**src/rtl/expr_parser.sv**
```systemverilog
// rtl/expr_parser.sv - byte-serial ASCII "<a><op><b>=" parser feeding the 4-bit calculator ALU
module expr_parser #(
  parameter int MAX_DIGITS = 2,
  parameter bit DIV0_CHECK = 1'b1
) (
  input  logic       clk,
  input  logic       rst_n,
  input  logic [7:0] in_data,
  input  logic       in_valid,
  output logic       in_ready,
  output logic [3:0] a,
  output logic [3:0] b,
  output logic [1:0] op,
  output logic       data_type,
  output logic       parser_done,
  output logic       parse_err,
  output logic [1:0] err_code
);

  typedef enum logic [2:0] {IDLE, OPA, OPB, DONE, ERR} state_t;

  localparam logic [3:0] MAX_CNT = 4'(MAX_DIGITS);

  state_t     state;
  logic [3:0] acc_a, acc_b, cnt_a, cnt_b;
  logic       hex_a, hex_b;
  logic [1:0] op_q;

  logic       is_dig, is_hex, is_opr, is_eq, is_clr, hs;
  logic [3:0] char_val, cur_acc, cur_cnt, new_acc, new_cnt;
  logic       cur_hex, opnd_err01, opnd_err10;
  logic [7:0] dig_next;
  logic [1:0] opr_code, err_n;

  assign hs = in_valid && in_ready;

  always_comb begin
    is_dig   = (in_data >= 8'h30) && (in_data <= 8'h39);
    is_hex   = ((in_data >= 8'h41) && (in_data <= 8'h46)) ||
               ((in_data >= 8'h61) && (in_data <= 8'h66));
    is_opr   = (in_data == 8'h2B) || (in_data == 8'h2D) ||
               (in_data == 8'h2A) || (in_data == 8'h2F);
    is_eq    = (in_data == 8'h3D);
    is_clr   = (in_data == 8'h1B);
    // Letters 'A'/'a' have low nibble 1, so +9 maps them onto 10..15
    char_val = is_hex ? in_data[3:0] + 4'd9 : in_data[3:0];
    case (in_data)
      8'h2B:   opr_code = 2'b00;
      8'h2D:   opr_code = 2'b01;
      8'h2A:   opr_code = 2'b10;
      default: opr_code = 2'b11;
    endcase
  end

  // The operand currently being built; IDLE behaves as an empty operand A
  always_comb begin
    cur_acc = 4'd0;
    cur_cnt = 4'd0;
    cur_hex = 1'b0;
    if (state == OPA) begin
      cur_acc = acc_a;
      cur_cnt = cnt_a;
      cur_hex = hex_a;
    end else if (state == OPB) begin
      cur_acc = acc_b;
      cur_cnt = cnt_b;
      cur_hex = hex_b;
    end
    dig_next   = 8'(cur_acc) * 8'd10 + 8'(char_val);
    new_acc    = is_hex ? char_val : dig_next[3:0];
    new_cnt    = cur_cnt + 4'd1;
    opnd_err01 = (is_hex && (cur_cnt != 4'd0)) || (is_dig && cur_hex);
    opnd_err10 = is_dig && ((cur_cnt >= MAX_CNT) || (dig_next > 8'd15));
  end

  always_comb begin
    err_n = 2'b00;
    if (in_data == 8'h20 || is_clr) begin
      err_n = 2'b00;
    end else if (is_dig || is_hex) begin
      if (opnd_err01)      err_n = 2'b01;
      else if (opnd_err10) err_n = 2'b10;
    end else if (is_opr) begin
      if (state != OPA) err_n = 2'b01;
    end else if (is_eq) begin
      if (state != OPB || cnt_b == 4'd0)                   err_n = 2'b01;
      else if (DIV0_CHECK && op_q == 2'b11 && acc_b == 4'd0) err_n = 2'b11;
    end else begin
      err_n = 2'b01;
    end
  end

  always_ff @(posedge clk or negedge rst_n) begin
    if (!rst_n) begin
      state       <= IDLE;
      in_ready    <= 1'b0;
      a           <= 4'd0;
      b           <= 4'd0;
      op          <= 2'b00;
      data_type   <= 1'b0;
      parser_done <= 1'b0;
      parse_err   <= 1'b0;
      err_code    <= 2'b00;
      acc_a       <= 4'd0;
      acc_b       <= 4'd0;
      cnt_a       <= 4'd0;
      cnt_b       <= 4'd0;
      hex_a       <= 1'b0;
      hex_b       <= 1'b0;
      op_q        <= 2'b00;
    end else begin
      parser_done <= 1'b0;
      parse_err   <= 1'b0;
      case (state)
        DONE, ERR: begin
          state    <= IDLE;
          in_ready <= 1'b1;
          acc_a    <= 4'd0;
          cnt_a    <= 4'd0;
          hex_a    <= 1'b0;
          acc_b    <= 4'd0;
          cnt_b    <= 4'd0;
          hex_b    <= 1'b0;
        end
        default: begin
          in_ready <= 1'b1;
          if (hs) begin
            if (err_n != 2'b00) begin
              state     <= ERR;
              in_ready  <= 1'b0;
              parse_err <= 1'b1;
              err_code  <= err_n;
            end else if (is_clr) begin
              state <= IDLE;
              acc_a <= 4'd0;
              cnt_a <= 4'd0;
              hex_a <= 1'b0;
              acc_b <= 4'd0;
              cnt_b <= 4'd0;
              hex_b <= 1'b0;
            end else if (is_dig || is_hex) begin
              if (state == OPB) begin
                acc_b <= new_acc;
                cnt_b <= new_cnt;
                hex_b <= cur_hex | is_hex;
              end else begin
                state <= OPA;
                acc_a <= new_acc;
                cnt_a <= new_cnt;
                hex_a <= cur_hex | is_hex;
              end
            end else if (is_opr) begin
              state <= OPB;
              op_q  <= opr_code;
              acc_b <= 4'd0;
              cnt_b <= 4'd0;
              hex_b <= 1'b0;
            end else if (is_eq) begin
              state       <= DONE;
              in_ready    <= 1'b0;
              parser_done <= 1'b1;
              a           <= acc_a;
              b           <= acc_b;
              op          <= op_q;
              data_type   <= hex_a | hex_b;
            end
          end
        end
      endcase
    end
  end

endmodule

```
**config.mk**
```make
export PLATFORM = sky130hd
export DESIGN_NAME = expr_parser
export DESIGN_NICKNAME = d
export VERILOG_FILES = /design/src/rtl/expr_parser.sv
export SDC_FILE = /design/constraint.sdc
export NUM_CORES = 1
export LEC_CHECK = 0
export CAP_MARGIN = 20
export CELL_PAD_IN_SITES_DETAIL_PLACEMENT = 0
export CELL_PAD_IN_SITES_GLOBAL_PLACEMENT = 1
export CORE_MARGIN = 8
export CORE_UTILIZATION = 44
export CTS_CLUSTER_DIAMETER = 30
export DETAILED_ROUTE_END_ITERATION = 10
export PLACE_DENSITY = 0.88
export SETUP_SLACK_MARGIN = 0.02
export SKIP_LAST_GASP = 1
export SLEW_MARGIN = 20
export SYNTH_ARGS = -nofsm -noshare
export SYNTH_HDL_FRONTEND = slang
export SYNTH_SLANG_ARGS = --single-unit
```
**constraint.sdc**
```tcl
create_clock -name clk -period 5.15 [get_ports clk]
set_clock_uncertainty 0.1 [all_clocks]
set_input_delay 0.7725 -clock clk [delete_from_list [all_inputs] [get_ports clk]]
set_output_delay 0.7725 -clock clk [all_outputs]
set_load 0.02 [all_outputs]
```
-- Word-level counts from Yosys, hierarchy flattened
Index checks and enable logic that the tools add are counted.
- register bits after elaboration: 39
- reductions and logical operators: 32
- $lt $le $gt $ge: 8
- multiplexer cells: 81
- multiply operators: 1
- add/subtract/negate cells: 3
- bitwise operators: 7
- eq/ne operators: 18
- operator list (kind ; number):
    $mux 4 ; 31
    $eq 8x6->1 const B ; 6
    $mux 1 ; 33
    $mux 3 ; 8
    $ge 8x7->1 const B ; 2
    $le 8x7->1 const B ; 2
    $mux 2 ; 8
    $logic_or 1x1->1 ; 9
    $add 8x4->8 ; 1
    $eq 8x5->1 const B ; 1
    $ge 8x6->1 const B ; 1
    $gt 8x4->1 const B ; 1
    $le 8x6->1 const B ; 1
    $logic_and 1x1->1 ; 8
    $logic_not 4->1 ; 2
    $reduce_and 4->1 ; 2
    $reduce_bool 4->1 ; 2
    $mul 4x3->7 const B ; 1
    $reduce_and 7->1 ; 1
    $eq 3x2->1 const B ; 2
    $ne 3x2->1 const B ; 2
    $pmux 2 s3 ; 1
    $reduce_and 3->1 ; 2
    $reduce_and 6->1 ; 1
    16 further kinds ; 22

-- Logic depth before layout (Yosys ltp)
- depth in word-level cells: 16
- gate-level depth with buffers: 18
- depth with buffers taken out: 16

-- Worst setup path before layout
No wires, ideal clock.
- kind: input -> register
- from: in in_data[7]
- to: reg a[0]
- stages on the path: 16
- path buffers: 2
- slack: 856 ps
- data required time: 4925 ps
- data arrival time: 4069 ps
- cells stage by stage: or4b_4 -> a211oi_2 -> nand2_1 -> o21ai_0 -> ha_1 -> inv_1 -> fa_1 -> nand2b_1 -> a31oi_1 -> and4b_1 -> o211ai_1 -> a21o_1 -> buf_6 -> nor3_2 -> buf_4 -> mux2_2
- word-level cells in the longest chain between the ends: 15
- RTL lines (what ; line ; source):
    start: declaration ; 8 ; input logic [7:0] in_data,
    $ge 8x7->1, or another cell as far along ; 39 ; is_hex = ((in_data >= 8'h41) && (in_data <= 8'h46)) ||
    $logic_and 1x1->1, on equally long branches ; 39, 40 ;
    $logic_or 1x1->1 ; 39 ;
    $mux 4 ; 46 ; char_val = is_hex ? in_data[3:0] + 4'd9 : in_data[3:0];
    $add 8x4->8 ; 69 ; dig_next = 8'(cur_acc) * 8'd10 + 8'(char_val);
    $gt 8x4->1 ; 73 ; opnd_err10 = is_dig && ((cur_cnt >= MAX_CNT) || (dig_next > 8'd15));
    $logic_or 1x1->1 ; 73 ;
    $logic_and 1x1->1 ; 73 ;
    $mux 2 ; 82 ; else if (opnd_err10) err_n = 2'b10;
    $mux 2 ; 81 ; if (opnd_err01) err_n = 2'b01;
    $mux 2 ; 80 ; end else if (is_dig || is_hex) begin
    $mux 2 ; 78 ; if (in_data == 8'h20 || is_clr) begin
    $reduce_bool 2->1 ; 128 ; if (err_n != 2'b00) begin
    $not 1->1 (no line) ; -- ;
    $reduce_and 7->1 (no line) (*) ; -- ;
    end signal: assignment ; 97 ; a <= 4'd0;
    end signal: assignment ; 162 ; a <= acc_a;
    end: declaration ; 11 ; output logic [3:0] a,
Mark *: on every way between the ends. The rest lies on a longest branch, timed or not.
A chain may end at the register's enable or synchronous reset.

-- Worst setup path in the final report
- from: in in_data[1]
- to: reg a[2]
The elaborated chain is that of the path after synthesis.

==> flow_summary_export.csv <==
group,metric,value,unit
run_status,status,"finished clean",
clocking,ctsLongestPathBuffers,2,
synth,syn_area,2700,sq um
run,drv_cap,0,
pwr,comb_power_share,0.297,
pwr,power.density,261,nW/um^2
pwr,power.internal,0.537,mW
clocking,tritoncts,"yes",
layout,fillers,545,
synth,synth_area_leaders,"dfrtp_1, ha_1, nand2_1",
worst_setup_path,crit_buf_inv,3,
clocking,path_clk_slew,0.08,ns
die,rows,28,
synth,synth_cell_types,61,
worst_setup_path,worst_setup_path_start_kind,"input pin",
worst_setup_path,critPathMaxFanout,11,
sta,setup_viol,0,
pwr,p_sw_frac,0.351,
worst_setup_path,arrival,4.79,ns
clocking,cts_root_buffer,"clkbuf_8",
synth,async_flop_share,1.00,
placement,place_congestion,0.867,
min_path,hp-class,"flip-flop to flip-flop",
layout,antenna_cells,0,
pwr,seq_power_share,0.422,
worst_setup_path,crit_top_cell,"a21o_1",
layout,design_area,3170,sq um
worst_setup_path,slowest_stage,"a2111oi_1",
clocking,worstSkewPairLatency,0.29,ns
pwr,power.switching,0.291,mW
layout,multi_input_area,1620,sq um
synth,yosysTopAreaCell,"dfrtp_1",
global_route,grt.total_usage,0.164,
synth,syn_avg_cell_area,9.18,sq um
route,vias_per_cell,5.80,
worst_setup_path,max_stage_delay,0.53,ns
route,firstDrtPassIters,4,
global_route,grt_pass1_wl,11700,um
synth,synthFlopType,"dfrtp_1",
worst_setup_path,crit_chain,"clkdlybuf4s50_1 -> inv_1 -> ha_1 -> nor2_1 -> a21oi_1 -> nand2_1 -> mux2_2 -> ha_1 -> a21o_1 -> a21o_1 -> a2111oi_1 -> o211ai_1 -> a21o_1 -> nor3_2 -> buf_4 -> mux2_2",
synth,netlist.area_leader.share,0.362,
die,start_util,0.456,
synth,syn-num-nets,322,
sta,layout_min_cycle_time,4.72,ns
clocking,h-tree-depth,2,
die,dieWidth,94.3,um
route,postRouteAntennaNets,0,
sta,fmax,0.212,GHz
min_path,hold_depth,2,
route,vias,2338,
layout,instances_no_fill,403,
placement,dp.cells,395,
worst_setup_path,crit_cells,16,
route,drc,0,
pwr,vdd_drop_max,0.233,mV
sta,final_hold_viol_count,0,
sta,tightest_slew,0.873,ns
synth,seq_area_frac_synth,0.362,
die,core_region_area,5920,sq um
sta,maxSlewViolCount,0,
layout,final_cell_mix,"nand2_1, dfrtp_1, nor2_1",
global_route,grt_pass1_vias,2326,
global_route,grt_overflow,0,
synth,yosys_warnings,0,
route,routedWlPerCell,17.3,um
route,wirelength,6960,um
sta,period_share,0.916,
worst_setup_path,required,5.23,ns
placement,dpl.hpwl,5320,um
layout,area.growth.synth_to_final,17.6,%
layout,final_common_cell,"nand2_1",
clocking,cts_setup_buffers,0,
die,io_pins,27,
clocking,cts_resized,0,
global_route,grt_max_degree,40,
synth,synth-edff-count,0,
worst_setup_path,critPathCaptureType,"flip-flop",
clocking,cts_hold_buf,0,
route,drtIter0Drc,113,
worst_setup_path,crit_type,"input pin to flip-flop",
sta,rsz0062_at_grt,"no",
placement,placed_cell_area,3070,sq um
clocking,clock_sinks,39,
layout,seqCellArea,976,sq um
pwr,leakage,1.47,nW
synth,ys_ff_latch,39,
worst_setup_path,crit_family,"compound AO/OA/AOI/OAI gates",
layout,drive_above_1_share,0.137,
pwr,fin_total_pwr,0.828,mW
clocking,cts_made_buffers,5,
pwr,clock_power_share,0.282,
worst_setup_path,rr_worst_depth,14,
layout,layout.nets,355,
die,dieArea,8890,sq um
sta,fin_tns_setup,0,ns
global_route,antenna_found_initial,0,
placement,portBuffers,26,
die,die_h,94.3,um
synth,synth_cells,294,
sta,slew_headroom,0.418,
## flip-flops by register name, indices dropped and copies added (netlist names)
register	count
a	4
acc_a	4
acc_b	4
b	4
cnt_a	4
cnt_b	4
state	3
err_code	2
op	2
op_q	2
data_type	1
hex_a	1
hex_b	1
in_ready	1
parse_err	1
parser_done	1
## stage by stage
stage	utilization	setup slack [ns]	hold slack (ns)
2_1_floorplan	-	0.856	0.359
3_3_place_gp	0.518	0.0555	0.361
3_5_place_dp	0.518	0.0303	0.367
4_1_cts	0.536	0.311	0.393
5_1_grt	0.536	0.126	0.430
6_report	0.536	0.433	0.388
## worst reg2reg max path: stages (launching register included)
cell	delay, ns
dfrtp_1	0.55
nor2b_1	0.45
nand2_1	0.11
nand2_1	0.10
nand2_1	0.10
inv_1	0.10
ha_1	0.24
ha_1	0.23
fa_1	0.55
a2111oi_1	0.52
o211ai_1	0.20
a21o_1	0.26
nor3_2	0.12
buf_4	0.22
mux2_2	0.37
## Yosys cell counts, types with 3 or more instances
master / number
o22ai_1: 6
or3_1: 6
a211oi_1: 3
o211ai_1: 3
a21oi_1: 12
o21ai_0: 7
ha_1: 15
nor2_1: 28
nor2b_1: 6
clkbuf_1: 7
mux2_2: 13
a22oi_1: 5
and3_1: 3
nand4_1: 3
nand2_1: 41
mux2i_1: 9
dfrtp_1: 39
nor4_1: 3
nand2b_1: 4
a21o_1: 6
nor3_1: 3
nand3b_1: 3
inv_1: 11
nand3_1: 10
## worst paths after layout
check	from	to	slack [ns]
max in group asynchronous	rst_n	data_type	3.91
setup reg to reg	state[0]	a[2]	0.82
hold reg to reg	err_code[0]	err_code[0]	0.39
min in group asynchronous	rst_n	cnt_b[3]	0.49
setup / recovery	in_data[1]	a[2]	0.43
hold / removal	err_code[0]	err_code[0]	0.39
## cells by family after synthesis
family | synth area share
buffers and inverters | 0.0380
flip-flops | 0.362
adder cells (fa/ha/maj) | 0.0844
AND/OR/NAND/NOR | 0.245
AO/OA/AOI/OAI | 0.159
XOR/XNOR | 0.0130
multiplexers | 0.0988
## power groups by stage
| stage | logic [mW] | registers, mW | clock network (mW) |
|---|---|---|---|
| after floorplan | 0.158 | 0.350 | 0 |
| after global placement | 0.239 | 0.353 | 0 |
| after detailed placement | 0.241 | 0.353 | 0 |
| after CTS | 0.245 | 0.348 | 0.237 |
| after global routing | 0.273 | 0.351 | 0.250 |
| final | 0.246 | 0.349 | 0.233 |
## cell type report
type	instances	share of cell area
multi-input combinational	233	0.511
sequential	39	0.308
timing repair buffer	37	0.106
clock buffer	7	0.0304
tap	75	0.0296
inverter	11	0.0130
clock inverter	1	0.00237
## per-layer routing
metal  track usage  vias to the layer above  share of wire
met5             0                        -              0
met1         0.218                     1121           0.45
met2         0.258                       75           0.47
met4        0.0436                        0          0.019
met3        0.0392                       14          0.062
li1              -                     1128              -
Note: power is estimated with default switching activity, not from simulation.
